===== src/rtl/nmos_seq_pkg.sv =====
// Shared types and constants for the NMOS flag-bank bus sequencer.
package nmos_seq_pkg;

  localparam int unsigned STATE_W = 2;

  typedef enum logic [STATE_W-1:0] {
    ST_IDLE   = 2'd0,
    ST_ARM    = 2'd1,
    ST_ACTIVE = 2'd2,
    ST_FIN    = 2'd3
  } seq_state_t;

  localparam logic PORT_A = 1'b0;
  localparam logic PORT_B = 1'b1;

endpackage


===== src/rtl/nmos_rr_arb2.sv =====
// Two-way arbiter: fixed A priority or round-robin with a pointer that moves on grant.
module nmos_rr_arb2
  import nmos_seq_pkg::*;
#(
  parameter bit FIXED_PRI = 1'b0
) (
  input  logic clk,
  input  logic rst,
  input  logic req_a,
  input  logic req_b,
  input  logic update,
  output logic win_c,
  output logic valid_c
);

  logic ptr;

  // Tie goes to the preferred port; a lone requester always wins
  always_comb begin
    valid_c = req_a | req_b;
    if (req_a && req_b) begin
      win_c = FIXED_PRI ? PORT_A : ptr;
    end else if (req_b) begin
      win_c = PORT_B;
    end else begin
      win_c = PORT_A;
    end
  end

  // Pointer favours the port that was not served last
  always_ff @(posedge clk) begin
    if (rst) begin
      ptr <= PORT_A;
    end else if (update && valid_c) begin
      ptr <= ~win_c;
    end
  end

endmodule


===== src/rtl/nmos_flag_seq.sv =====
// Bus sequencer for a bank of two-phase flag cells: arbitrates two requesters and
// aligns LD/OE/SE/DB strobes to a full PHI2 phase.
module nmos_flag_seq
  import nmos_seq_pkg::*;
#(
  parameter int unsigned NFLAGS    = 8,
  parameter int unsigned SEL_W     = 3,
  parameter int unsigned TIMEOUT   = 64,
  parameter bit          FIXED_PRI = 1'b0
) (
  input  logic              main_clk,
  input  logic              R,
  input  logic              C1,
  input  logic              C2,
  input  logic              a_req,
  input  logic              b_req,
  input  logic              a_we,
  input  logic              b_we,
  input  logic [SEL_W-1:0]  a_sel,
  input  logic [SEL_W-1:0]  b_sel,
  input  logic              a_val,
  input  logic              b_val,
  output logic              a_gnt,
  output logic              b_gnt,
  output logic              a_done,
  output logic              b_done,
  output logic              a_err,
  output logic              b_err,
  output logic              a_rdata,
  output logic              b_rdata,
  output logic [NFLAGS-1:0] ld,
  output logic [NFLAGS-1:0] oe,
  output logic              se,
  output logic              db_o,
  output logic              db_oe,
  input  logic              db_i
);

  localparam int unsigned TCNT_W = $clog2(TIMEOUT + 1);
  // FIN adds one cycle, so leaving ARM/ACTIVE here puts done TIMEOUT cycles after grant
  localparam logic [TCNT_W-1:0] TCNT_LAST = TCNT_W'(TIMEOUT - 2);

  seq_state_t         state, state_nxt;
  logic               owner, owner_nxt;
  logic               is_rd, is_rd_nxt;
  logic               err_q, err_nxt;
  logic               cap, cap_nxt;
  logic [TCNT_W-1:0]  tcnt, tcnt_nxt;
  logic               a_gnt_nxt, b_gnt_nxt, a_done_nxt, b_done_nxt;
  logic               a_err_nxt, b_err_nxt, a_rdata_nxt, b_rdata_nxt;
  logic [NFLAGS-1:0]  ld_nxt, oe_nxt;
  logic               se_nxt, db_o_nxt, db_oe_nxt;

  logic               win_c, any_req_c, grant_c, bad_sel_c, timeout_c;
  logic               gwe_c, gval_c;
  logic [SEL_W-1:0]   gsel_c;
  logic [NFLAGS-1:0]  cell_c;

  nmos_rr_arb2 #(.FIXED_PRI(FIXED_PRI)) u_arb (
    .clk     (main_clk),
    .rst     (R),
    .req_a   (a_req),
    .req_b   (b_req),
    .update  (grant_c),
    .win_c   (win_c),
    .valid_c (any_req_c)
  );

  // Grant decode: only in IDLE during PHI1 so strobes settle before PHI2
  always_comb begin
    grant_c   = (state == ST_IDLE) && C1 && any_req_c;
    gsel_c    = (win_c == PORT_B) ? b_sel : a_sel;
    gwe_c     = (win_c == PORT_B) ? b_we  : a_we;
    gval_c    = (win_c == PORT_B) ? b_val : a_val;
    bad_sel_c = (32'(gsel_c) >= NFLAGS);
    cell_c    = NFLAGS'(1) << gsel_c;
    timeout_c = ((state == ST_ARM) || (state == ST_ACTIVE)) && (tcnt == TCNT_LAST);
  end

  // State and all registered outputs
  always_ff @(posedge main_clk) begin
    if (R) begin
      state   <= ST_IDLE;
      owner   <= PORT_A;
      is_rd   <= 1'b0;
      err_q   <= 1'b0;
      cap     <= 1'b0;
      tcnt    <= '0;
      a_gnt   <= 1'b0;
      b_gnt   <= 1'b0;
      a_done  <= 1'b0;
      b_done  <= 1'b0;
      a_err   <= 1'b0;
      b_err   <= 1'b0;
      a_rdata <= 1'b0;
      b_rdata <= 1'b0;
      ld      <= '0;
      oe      <= '0;
      se      <= 1'b0;
      db_o    <= 1'b0;
      db_oe   <= 1'b0;
    end else begin
      state   <= state_nxt;
      owner   <= owner_nxt;
      is_rd   <= is_rd_nxt;
      err_q   <= err_nxt;
      cap     <= cap_nxt;
      tcnt    <= tcnt_nxt;
      a_gnt   <= a_gnt_nxt;
      b_gnt   <= b_gnt_nxt;
      a_done  <= a_done_nxt;
      b_done  <= b_done_nxt;
      a_err   <= a_err_nxt;
      b_err   <= b_err_nxt;
      a_rdata <= a_rdata_nxt;
      b_rdata <= b_rdata_nxt;
      ld      <= ld_nxt;
      oe      <= oe_nxt;
      se      <= se_nxt;
      db_o    <= db_o_nxt;
      db_oe   <= db_oe_nxt;
    end
  end

  // Next state: bad index skips straight to FIN, timeout overrides phase tracking
  always_comb begin
    state_nxt = state;
    case (state)
      ST_IDLE:   if (grant_c) state_nxt = bad_sel_c ? ST_FIN : ST_ARM;
      ST_ARM:    if (timeout_c) state_nxt = ST_FIN;
                 else if (C2) state_nxt = ST_ACTIVE;
      ST_ACTIVE: if (timeout_c || !C2) state_nxt = ST_FIN;
      ST_FIN:    state_nxt = ST_IDLE;
      default:   state_nxt = ST_IDLE;
    endcase
  end

  // Next values of strobes, capture, timeout counter and per-port responses
  always_comb begin
    owner_nxt   = owner;
    is_rd_nxt   = is_rd;
    err_nxt     = err_q;
    cap_nxt     = cap;
    tcnt_nxt    = tcnt;
    a_gnt_nxt   = a_gnt;
    b_gnt_nxt   = b_gnt;
    a_done_nxt  = 1'b0;
    b_done_nxt  = 1'b0;
    a_err_nxt   = 1'b0;
    b_err_nxt   = 1'b0;
    a_rdata_nxt = a_rdata;
    b_rdata_nxt = b_rdata;
    ld_nxt      = ld;
    oe_nxt      = oe;
    se_nxt      = se;
    db_o_nxt    = db_o;
    db_oe_nxt   = db_oe;
    case (state)
      ST_IDLE: begin
        if (grant_c) begin
          owner_nxt = win_c;
          a_gnt_nxt = (win_c == PORT_A);
          b_gnt_nxt = (win_c == PORT_B);
          is_rd_nxt = ~gwe_c;
          err_nxt   = bad_sel_c;
          cap_nxt   = 1'b0;
          tcnt_nxt  = '0;
          if (!bad_sel_c) begin
            ld_nxt    = gwe_c ? cell_c : '0;
            oe_nxt    = gwe_c ? '0 : cell_c;
            se_nxt    = gwe_c & gval_c;
            db_o_nxt  = gwe_c;
            db_oe_nxt = gwe_c;
          end
        end
      end
      ST_ARM, ST_ACTIVE: begin
        tcnt_nxt = tcnt + TCNT_W'(1);
        if (C2 && is_rd) cap_nxt = db_i;
        if (timeout_c) begin
          err_nxt = 1'b1;
          cap_nxt = 1'b0;
        end
        if (state_nxt == ST_FIN) begin
          ld_nxt    = '0;
          oe_nxt    = '0;
          se_nxt    = 1'b0;
          db_o_nxt  = 1'b0;
          db_oe_nxt = 1'b0;
        end
      end
      ST_FIN: begin
        a_gnt_nxt = 1'b0;
        b_gnt_nxt = 1'b0;
        if (owner == PORT_A) begin
          a_done_nxt  = 1'b1;
          a_err_nxt   = err_q;
          a_rdata_nxt = is_rd & ~err_q & cap;
        end else begin
          b_done_nxt  = 1'b1;
          b_err_nxt   = err_q;
          b_rdata_nxt = is_rd & ~err_q & cap;
        end
      end
      default: begin
        a_gnt_nxt = 1'b0;
        b_gnt_nxt = 1'b0;
      end
    endcase
  end

endmodule


===== config.mk =====
export PLATFORM = sky130hd
export DESIGN_NAME = nmos_flag_seq
export DESIGN_NICKNAME = d
export VERILOG_FILES = /design/src/rtl/nmos_seq_pkg.sv /design/src/rtl/nmos_rr_arb2.sv /design/src/rtl/nmos_flag_seq.sv
export SDC_FILE = /design/constraint.sdc
export NUM_CORES = 1
export LEC_CHECK = 0
export BUFFER_PORTS_ARGS = -buffer_cell sky130_fd_sc_hd__buf_2
export CAP_MARGIN = 20
export CORE_MARGIN = 5
export CORE_UTILIZATION = 50
export DETAILED_ROUTE_END_ITERATION = 10
export GPL_ROUTABILITY_DRIVEN = 0
export PLACE_DENSITY_LB_ADDON = 0.25
export SLEW_MARGIN = 30
export SYNTH_ARGS = -nofsm -noshare
export SYNTH_HDL_FRONTEND = slang
export SYNTH_SLANG_ARGS = --single-unit

===== constraint.sdc =====
create_clock -name main_clk -period 4.5 [get_ports main_clk]
set_input_delay 0.9 -clock main_clk [delete_from_list [all_inputs] [get_ports main_clk]]
set_output_delay 0.9 -clock main_clk [all_outputs]
set_load 0.02 [all_outputs]

Yosys cells after proc, flatten, opt, wreduce, memory -nomap -nowiden

Cells that the tools add are included.
W data, S select, Z words.

Logic and storage cells: 99
Register bits: 40
Output and inout bits: 27

Mux-type cells: 36
Reduce and logical (&&, ||, !) cells: 24
Bitwise logic cells: 9
Add/sub/neg operators: 1
Equal/unequal tests: 9
Shift operators: 1

Operator list:

| operator              | number |
|---|---|
| $mux W8               | 5 |
| $pmux W8 S2           | 2 |
| $mux W1               | 15 |
| $pmux W7 S2           | 1 |
| $pmux W1 S2           | 6 |
| $reduce_and A2 Y1     | 5 |
| $reduce_and A3 Y1     | 3 |
| $mux W2               | 4 |
| $pmux W2 S4           | 1 |
| $shl A1 B3 Y8 const A | 1 |
| $add A7 B1 Y7 const B | 1 |
| $eq A7 B6 Y1 const B  | 1 |
| $mux W7               | 1 |
| $eq A2 B2 Y1 const B  | 3 |
| $logic_and A1 B1 Y1   | 6 |
| $reduce_or A3 Y1      | 2 |
| $not A1 Y1            | 5 |
| $ne A2 B2 Y1 const B  | 2 |
| $reduce_bool A2 Y1    | 2 |
| $reduce_or A2 Y1      | 2 |
| $and A1 B1 Y1         | 3 |
| $mux W3               | 1 |
| $ne A3 B3 Y1 const B  | 1 |
| $eq A2 B1 Y1 const B  | 1 |
| other kinds (5)       | 6 |

Longest topological paths before layout

Gate-level depths: netlist of the first run.

Word-level depth: 9
Depth in mapped cells: 7
Depth with buffers taken out: 7

Modules after synthesis

Synthesis of the first run repeated with hierarchy kept, for this count alone.

Cell total of the unflattened synthesis: 212
Area, all modules: 1934.4 µm²

By module, submodules not included:

| module        | cells each | sequential area each (µm²) | instances | area an instance (µm²) |
|---|---|---|---|---|
| nmos_flag_seq | 205        | 780.7                      | 1         | 1870.5 |
| nmos_rr_arb2  | 7          | 20.0                       | 1         | 63.8 |

Worst setup path before layout of the first run

OpenSTA, ideal clock, no wires.

Path type: in2reg
Start point: in b_req
End point: reg se
Stages: 6
Data arrival time: 2.136 ns
Path slack: 2.237 ns
Cells stage by stage: buf_6 -> o211a_4 -> a211oi_4 -> and3_4 -> nor2_1 -> or3_1

Cells in the longest elaborated chain, start to end: 7
Elaborated cells on any way between the ends: 16
Those cells by class: eq/ne: 3; mux: 8; bitwise: 2; reduce/logical: 3

RTL lines:

| element                     | line                 | RTL |
|---|---|---|
| start: declaration          | nmos_flag_seq.sv:16  | `input logic b_req,` |
| $or A1 B1 Y1                | nmos_rr_arb2.sv:20   | `valid_c = req_a \| req_b;` |
| $logic_and A1 B1 Y1         | nmos_flag_seq.sv:71  | `grant_c = (state == ST_IDLE) && C1 && any_req_c;` |
| $mux W2                     | nmos_flag_seq.sv:129 | `ST_IDLE: if (grant_c) state_nxt = bad_sel_c ? ST_FIN : ST_ARM;` |
| $pmux W2 S4                 | nmos_flag_seq.sv:128 | `case (state)` |
| $eq A2 B2 Y1                | nmos_flag_seq.sv:184 | `if (state_nxt == ST_FIN) begin` |
| $ne A2 B2 Y1 (no line)      | n/a                  |  |
| $reduce_and A3 Y1 (no line) | n/a                  |  |
| end signal: assignment      | nmos_flag_seq.sv:119 | `se <= se_nxt;` |
| end: declaration            | nmos_flag_seq.sv:33  | `output logic se,` |

Parallel ways exist; a longest one is shown, timed or not. The select of a mux whose other input is x is not followed.
A chain may end at the register's enable or synchronous reset.

Worst setup path in the final report of the first run

Start point: reg state[1]
End point: reg ld[3]

Cells in the longest elaborated chain, start to end: 9
Elaborated cells on any way between the ends: 21
Those cells by class: eq/ne: 6; mux: 6; reduce/logical: 9

RTL lines:

| element                                      | line                                                            | RTL |
|---|---|---|
| start: declaration                           | nmos_flag_seq.sv:43                                             | `seq_state_t state, state_nxt;` |
| start signal: assignment                     | nmos_flag_seq.sv:103                                            | `state <= state_nxt;` |
| $eq A2 B1 Y1 or $eq A2 B2 Y1 (tied branches) | nmos_flag_seq.sv:77, nmos_flag_seq.sv:128, nmos_flag_seq.sv:158 |  |
| $logic_or A1 B1 Y1                           | nmos_flag_seq.sv:77                                             | `timeout_c = ((state == ST_ARM) \|\| (state == ST_ACTIVE)) && (tcnt == TCNT_LAST);` |
| $logic_and A1 B1 Y1                          | nmos_flag_seq.sv:77                                             |  |
| $logic_or A1 B1 Y1                           | nmos_flag_seq.sv:132                                            | `ST_ACTIVE: if (timeout_c \|\| !C2) state_nxt = ST_FIN;` |
| $mux W2                                      | nmos_flag_seq.sv:132                                            |  |
| $pmux W2 S4                                  | nmos_flag_seq.sv:128                                            |  |
| $eq A2 B2 Y1                                 | nmos_flag_seq.sv:184                                            |  |
| $ne A2 B2 Y1 (no line)                       | n/a                                                             |  |
| $reduce_and A3 Y1 (no line)                  | n/a                                                             |  |
| end signal: assignment                       | nmos_flag_seq.sv:117                                            | `ld <= ld_nxt;` |
| end: declaration                             | nmos_flag_seq.sv:31                                             | `output logic [NFLAGS-1:0] ld,` |

Parallel ways exist; a longest one is shown, timed or not.

==> results of run 1 <==
power by group through the flow:
stage	registers, mW	clock network (mW)	logic [mW]
6_report	0.416	0.291	0.569
2_1_floorplan	0.438	0	0.429
5_1_grt	0.423	0.311	0.629
3_5_place_dp	0.425	0	0.566
3_3_place_gp	0.424	0	0.554
4_1_cts	0.416	0.298	0.567
logic make-up (layout without fill, tap and decap cells):
kind of cell    after synthesis  in the layout  share of synthesized area [%]
compound gates               47             47                          18.21
xor+xnor                      5              5                          2.132
fa+ha+maj                     8              8                          4.811
buf+inv                      13             57                          2.984
flops                        40             40                          38.98
mux                          11             11                          5.360
simple gates                111            111                          27.53
routing by layer:
layer / track usage, % / share of wire [%]
met1: 24.11 / 46
met2: 27.85 / 45
met3: 6.351 / 7.2
met5: 0 / 0
met4: 8.451 / 1.5
sequential cells by signal (all words and copies together), names as in the netlist, 2 cells and up:
| signal | cells |
|---|---|
| ld | 8 |
| oe | 8 |
| tcnt | 7 |
| state | 2 |
path summary, 6_finish.rpt:
kind | end | slack (ns)
worst max-delay path | ld[3]$_SDFFE_PP0P_ | 2.22
worst min register to register | ld[4]$_SDFFE_PP0P_ | 0.44
worst max register to register | ld[3]$_SDFFE_PP0P_ | 2.22
worst min-delay path | ld[4]$_SDFFE_PP0P_ | 0.44
cell usage in the layout (no fill, tap or decap), drive strengths merged, types with 2 or more instances in the layout:
master  count
nand3b      7
nor3        4
dfxtp      40
mux2i      11
a22oi       2
nor3b       2
and3        5
a32o        4
a21oi      13
nand3      11
clkbuf      6
nor2b       5
buf        43
a211oi      3
nor4        2
ha          7
xor2        3
xnor2       2
a22o        3
o211ai      2
nand2      35
nand4       4
and2        4
nand2b      6
o21ai      10
nor2       22
inv         6
cell type report:
class	instances	area share, %
clock buffer	6	3.022
clock inverter	2	1.459
inverter	6	0.9380
multi-input combinational	182	49.66
sequential	40	33.35
tap	50	2.606
timing repair buffer	43	8.963
tightest hold or removal path, stage by stage (launching register included):
cell and delay, ns:
dfxtp_1 0.31, nand2_1 0.05, o21ai_1 0.05
==> out/metrics.yaml, run 1 <==
outcome:
  status: "finished clean"
place:
  port_buffers: 43
  place_area_um2: 2293
  pre_cts_slack_ns: 2.005
  dp_hpwl_mm: 3.414
  dp.cells: 321
critical_path:
  crit_chain: "inv_1 -> ha_1 -> nand3b_1 -> o21ai_0 -> nand3_2 -> o21ai_4 -> mux2i_1"
  cp-end-kind: "flop"
  path_max_fanout: 9
  start_kind: "flop"
  worstPathRequired_ns: 4.73
  critical_path_class: "reg2reg"
  slowest_delay_ns: 0.42
  critical-path-top-delay-family: "compound AO/OA/AOI/OAI gates"
  reg2reg_depth: 7
  worstPathArrival_ns: 2.50
  cp_num_buf_inv: 1
  startpoint: "state[1]$_SDFF_PP0_"
  timing.rr.start: "state[1]$_SDFF_PP0_"
  crit_cells: 7
  critPathSlowestCell: "ha_1"
run:
  maxCapViolCount: 0
sta:
  slew_headroom_pct: 65.76
  holdWs_ns: 0.4447
  slew_violations: 0
  setup_ws_ns: 2.225
  worstMarginPinSlew_ns: 0.4993
  fmax_mhz: 439.5
  finalCritPeriodShare_pct: 50.56
  fin_skew_ns: 0.004855
  setup_tns_ns: 0
  min_period_ns: 2.275
  hold_viol: 0
  rsz0062_at_grt: "no"
  finalSetupViolations: 0
grt:
  grtUsageTotal_pct: 18.58
  antenna_found_initial: 0
  grt_pass1_wl_mm: 7.907
  gr-total-overflow: 0
  grt_max_degree: 19
  grt_pass1_vias: 1747
synthesis:
  syn_area_um2: 2054
  syn-num-nets: 259
  synth_cell_types: 53
  synth-seq-cells: 40
  ys.flop_type: "dfxtp_1"
  yosysWarnings: 0
  post-synth-top-area-cell: "dfxtp_1"
  netlist_top_cells_area: "dfxtp_1, nand2_1, mux2i_1, ha_1, nor2_1"
  synth_edf_count: 0
  syn_avg_cell_area_um2: 8.742
  ys_seq_area_share_pct: 38.98
  async_reset_ff_share_pct: 0
  netlist_top_cells_count: "dfxtp_1, nand2_1, nor2_1, a21oi_1, mux2i_1"
  synthMostInstantiatedCell: "dfxtp_1"
  synth_cells: 235
  synth_top_area_share_pct: 38.98
power:
  p_int_mw: 0.7517
  clockPowerShare_pct: 22.8
  power.total_mw: 1.275
  power_density_nw_per_um2: 531.0
  total_leakage_power_nw: 1.006
  p_sw_mw: 0.5234
  vdd_drop_max_uv: 236.9
  combPwrFrac_pct: 44.6
  p_sw_share_pct: 41.05
  sequentialPowerShare_pct: 32.6
drt:
  first_pass_iters: 4
  vias_per_cell: 5.426
  wl_per_cell_um: 14.01
  drc: 0
  ant_nets: 0
  vias: 1785
  finalWirelength_mm: 4.609
  drt_iter0_drc: 121
layout:
  regArea_um2: 800.8
  diodes: 0
  final_util_pct: 60.02
  area.growth.synth_to_final_pct: 16.87
  nets: 302
  fill_cells: 373
  layoutNonFillerInstCount: 329
  multiInputGateArea_um2: 1192
  drive_gt1_share_pct: 22.58
  design_area_um2: 2401
cts:
  cts_max_level: 2
  cts.sinks: 40
  clkTransAtPathRegs_ns: 0.07
  ctsLongestPathBuffers: 2
  cts_setup_buffers: 0
  hold_buffers: 0
  cts_made_buffers: 5
  cts_tree: "built"
  root_buffer: "clkbuf_8"
  ctsResizeCount: 0
  insertion_delay_ns: 0.30
hold_path:
  whs_path_depth: 2
  min_from: "ld[4]$_SDFFE_PP0P_"
  hold_path.class: "reg2reg"
floorplanning:
  core_area_um2: 4000
  dieArea_um2: 5491
  pin_count: 44
  die_width_um: 74.10
  die_h_um: 74.10
  start_util_pct: 51.36
  rows: 23
Power figures use the tool's default switching activity.
==> inputs of run 2 (changes only) <==
Settings changed: ABC_AREA set to 1, CORE_UTILIZATION 50 to 48.
Clock period 4.5 ns to 2.05 ns, I/O delays scaled along.
==> run 2 against run 1 <==
Global-route usage down 1.3 points. Final cell count up 13%. Largest power group unchanged. Highest routed layer unchanged. Core utilization down 1.5 points.
==> out/metrics.yaml, run 2 <==
outcome:
  status: "finished clean"
synthesis:
  synth_top_area_share_pct: 39.36  # +0.38 points
  synth-seq-cells: 40  # unchanged
  synth_edf_count: 0  # unchanged
  ys.flop_type: "dfxtp_1"
  netlist_top_cells_count: "nand2_1, dfxtp_1, a21oi_1, nand3_1, inv_1"
  synth_cells: 280  # +19%
  yosysWarnings: 0  # unchanged
  synthMostInstantiatedCell: "nand2_1"
  netlist_top_cells_area: "dfxtp_1, nand2_1, a21oi_1, nand3_1, inv_1"
  ys_seq_area_share_pct: 39.36  # +0.38 points
  syn_avg_cell_area_um2: 7.266  # -17%
  post-synth-top-area-cell: "dfxtp_1"
  synth_cell_types: 33  # -38%
  syn_area_um2: 2034  # -0.97%
  async_reset_ff_share_pct: 0  # unchanged
  syn-num-nets: 304  # +17%
sta:
  worstMarginPinSlew_ns: 0.4257  # -0.07360 ns
  slew_headroom_pct: 71.62  # +5.9 points
  fmax_mhz: 544.0  # +24%
  min_period_ns: 1.838  # -0.4368 ns
  fin_skew_ns: 0.003674  # -0.001181 ns
  finalCritPeriodShare_pct: 89.68  # +39 points
  finalSetupViolations: 0  # unchanged
  slew_violations: 0  # unchanged
  hold_viol: 0  # unchanged
  setup_tns_ns: 0  # unchanged
  setup_ws_ns: 0.2116  # -2.013 ns
  rsz0062_at_grt: "no"
floorplanning:
  rows: 23  # unchanged
  dieArea_um2: 5641  # +2.7%
  pin_count: 44  # unchanged
  die_width_um: 75.11  # +1.4%
  die_h_um: 75.11  # +1.4%
  core_area_um2: 4058  # +1.4%
  start_util_pct: 50.14  # -1.2 points
critical_path:
  start_kind: "flop"
  cp-end-kind: "flop"
  path_max_fanout: 19  # +10
  critical_path_class: "reg2reg"
  worstPathRequired_ns: 2.27  # -2.46 ns
  worstPathArrival_ns: 2.06  # -0.44 ns
power:
  total_leakage_power_nw: 1.057  # +5.0%
  power_density_nw_per_um2: 1158  # +120%
  vdd_drop_max_uv: 495.6  # +110%
drt:
  vias_per_cell: 4.952  # -8.7%
  ant_nets: 0  # unchanged
  first_pass_iters: 4  # unchanged
  vias: 1847  # +3.5%
  drc: 0  # unchanged
  drt_iter0_drc: 130  # +7.4%
  wl_per_cell_um: 11.81  # -16%
  finalWirelength_mm: 4.405  # -4.4%
cts:
  root_buffer: "clkbuf_8"
  cts_tree: "built"
  cts_max_level: 2  # unchanged
  cts_setup_buffers: 0  # unchanged
  insertion_delay_ns: 0.29  # about the same
  clkTransAtPathRegs_ns: 0.08  # about the same
  cts.sinks: 40  # unchanged
  cts_made_buffers: 5  # unchanged
  hold_buffers: 0  # unchanged
  ctsLongestPathBuffers: 2  # unchanged
layout:
  layoutNonFillerInstCount: 373  # +13%
  final_common_cell: "nand2_1"
  fill_cells: 394  # +5.6%
  multiInputGateArea_um2: 1046  # -12%
  regArea_um2: 800.8  # unchanged
  drive_gt1_share_pct: 23.22  # +0.64 points
  area.growth.synth_to_final_pct: 16.67
  diodes: 0  # unchanged
  mostFrequentLayoutCells: "nand2_1, buf_2, dfxtp_1, nand3_1, a21oi_1"
  nets: 346  # +15%
  reg_top3: "ld: 8 flops, oe: 8 flops, tcnt: 7 flops"
grt:
  antenna_found_initial: 0  # unchanged
  grt_pass1_wl_mm: 7.424  # -6.1%
  grtUsageTotal_pct: 17.24  # -1.3 points
  grt_max_degree: 24  # +5
  grt_pass1_vias: 1669  # -4.5%
  gr-total-overflow: 0  # unchanged
place:
  dp_hpwl_mm: 3.315  # -2.9%
  port_buffers: 43  # unchanged
  pre_cts_slack_ns: 0.08516  # -1.920 ns
  dp.cells: 365  # +14%
hold_path:
  hold_path.class: "in2reg"
run:
  maxCapViolCount: 0  # unchanged
## run 2: cell types whose count changed in the layout (fill, tap and decap cells not counted), moves of 6 or more
cell	previous run	this run
a21oi_1	12	31
inv_1	6	27
mux2i_1	11	1
nand2_1	35	55
nand3_1	10	31
nand3b_1	7	1
nor3_1	4	15
## run 2: repair_timing
item,CTS,global route
hold endpoints to repair,0,0
endpoints found under the setup margin,0,21
resized for setup,0,4
## run 2: final timing paths
path                                     startpoint            endpoint  slack [ns]  cells past startpoint
worst max-delay path            state[0]$_SDFF_PP0_  ld[0]$_SDFFE_PP0P_        0.21                      9
worst min-delay path                           db_i    cap$_SDFFE_PP0P_        0.43                      3
worst max register to register  state[0]$_SDFF_PP0_  ld[0]$_SDFFE_PP0P_        0.21                      9
worst min register to register   a_gnt$_SDFFE_PP0P_  a_gnt$_SDFFE_PP0P_        0.47                      2
## run 2: logic make-up after synthesis
family / Yosys count / share of synthesized area [%]
AND/OR/NAND/NOR: 136 / 30.57
adder cells (fa/ha/maj): 7 / 4.305
AO/OA/AOI/OAI: 52 / 14.95
multiplexers: 1 / 0.4920
flip-flops: 40 / 39.36
buffers and inverters: 44 / 10.33
## run 2: metal layers
metal  track usage [%]  part of all wire, %  routed length, µm  vias to the layer above
li1                  -                    -                  -                      996
met1             23.78                   50               2203                      801
met2             25.73                   43               1894                       48
met3             5.607                  6.4                282                        2
met4             4.941                 0.54                 24                        0
met5                 0                    0                  0                        -
## run 2: area by class of cell
cell class                 count  area share, %
clock buffer                   7          3.637
timing repair buffer          48          10.65
tap                           50          2.636
inverter                      31          4.955
sequential                    40          33.74
clock inverter                 1         0.3163
multi-input combinational    196          44.07
## run 2: worst max-delay path: stages (launching register included)
cell and delay [ns]:
dfxtp_1 0.38, inv_1 0.12, ha_1 0.25, nor3_1 0.32, a21oi_4 0.07, nand3_4 0.11, clkinv_2 0.07, nand2_4 0.19
nand3_1 0.10, a21oi_1 0.15
## run 2: where the power goes
part           switching, mW  leakage, nW  internal [mW]
clock network          0.265       0.0445          0.273
logic                  0.835        0.688          0.451
registers             0.0527        0.324          0.871
total                   1.15         1.06           1.59
## run 2: stage by stage
step	util (%)	instance area [µm²]	hold WS [ns]	power [mW]
2_1_floorplan	-	2034	0.4390	1.951
3_3_place_gp	55.63	2257	0.4488	2.163
3_5_place_dp	55.63	2257	0.4559	2.169
4_1_cts	57.94	2351	0.4236	2.710
5_1_grt	58.50	2374	0.4463	2.967
6_report	58.50	2374	0.4264	2.748
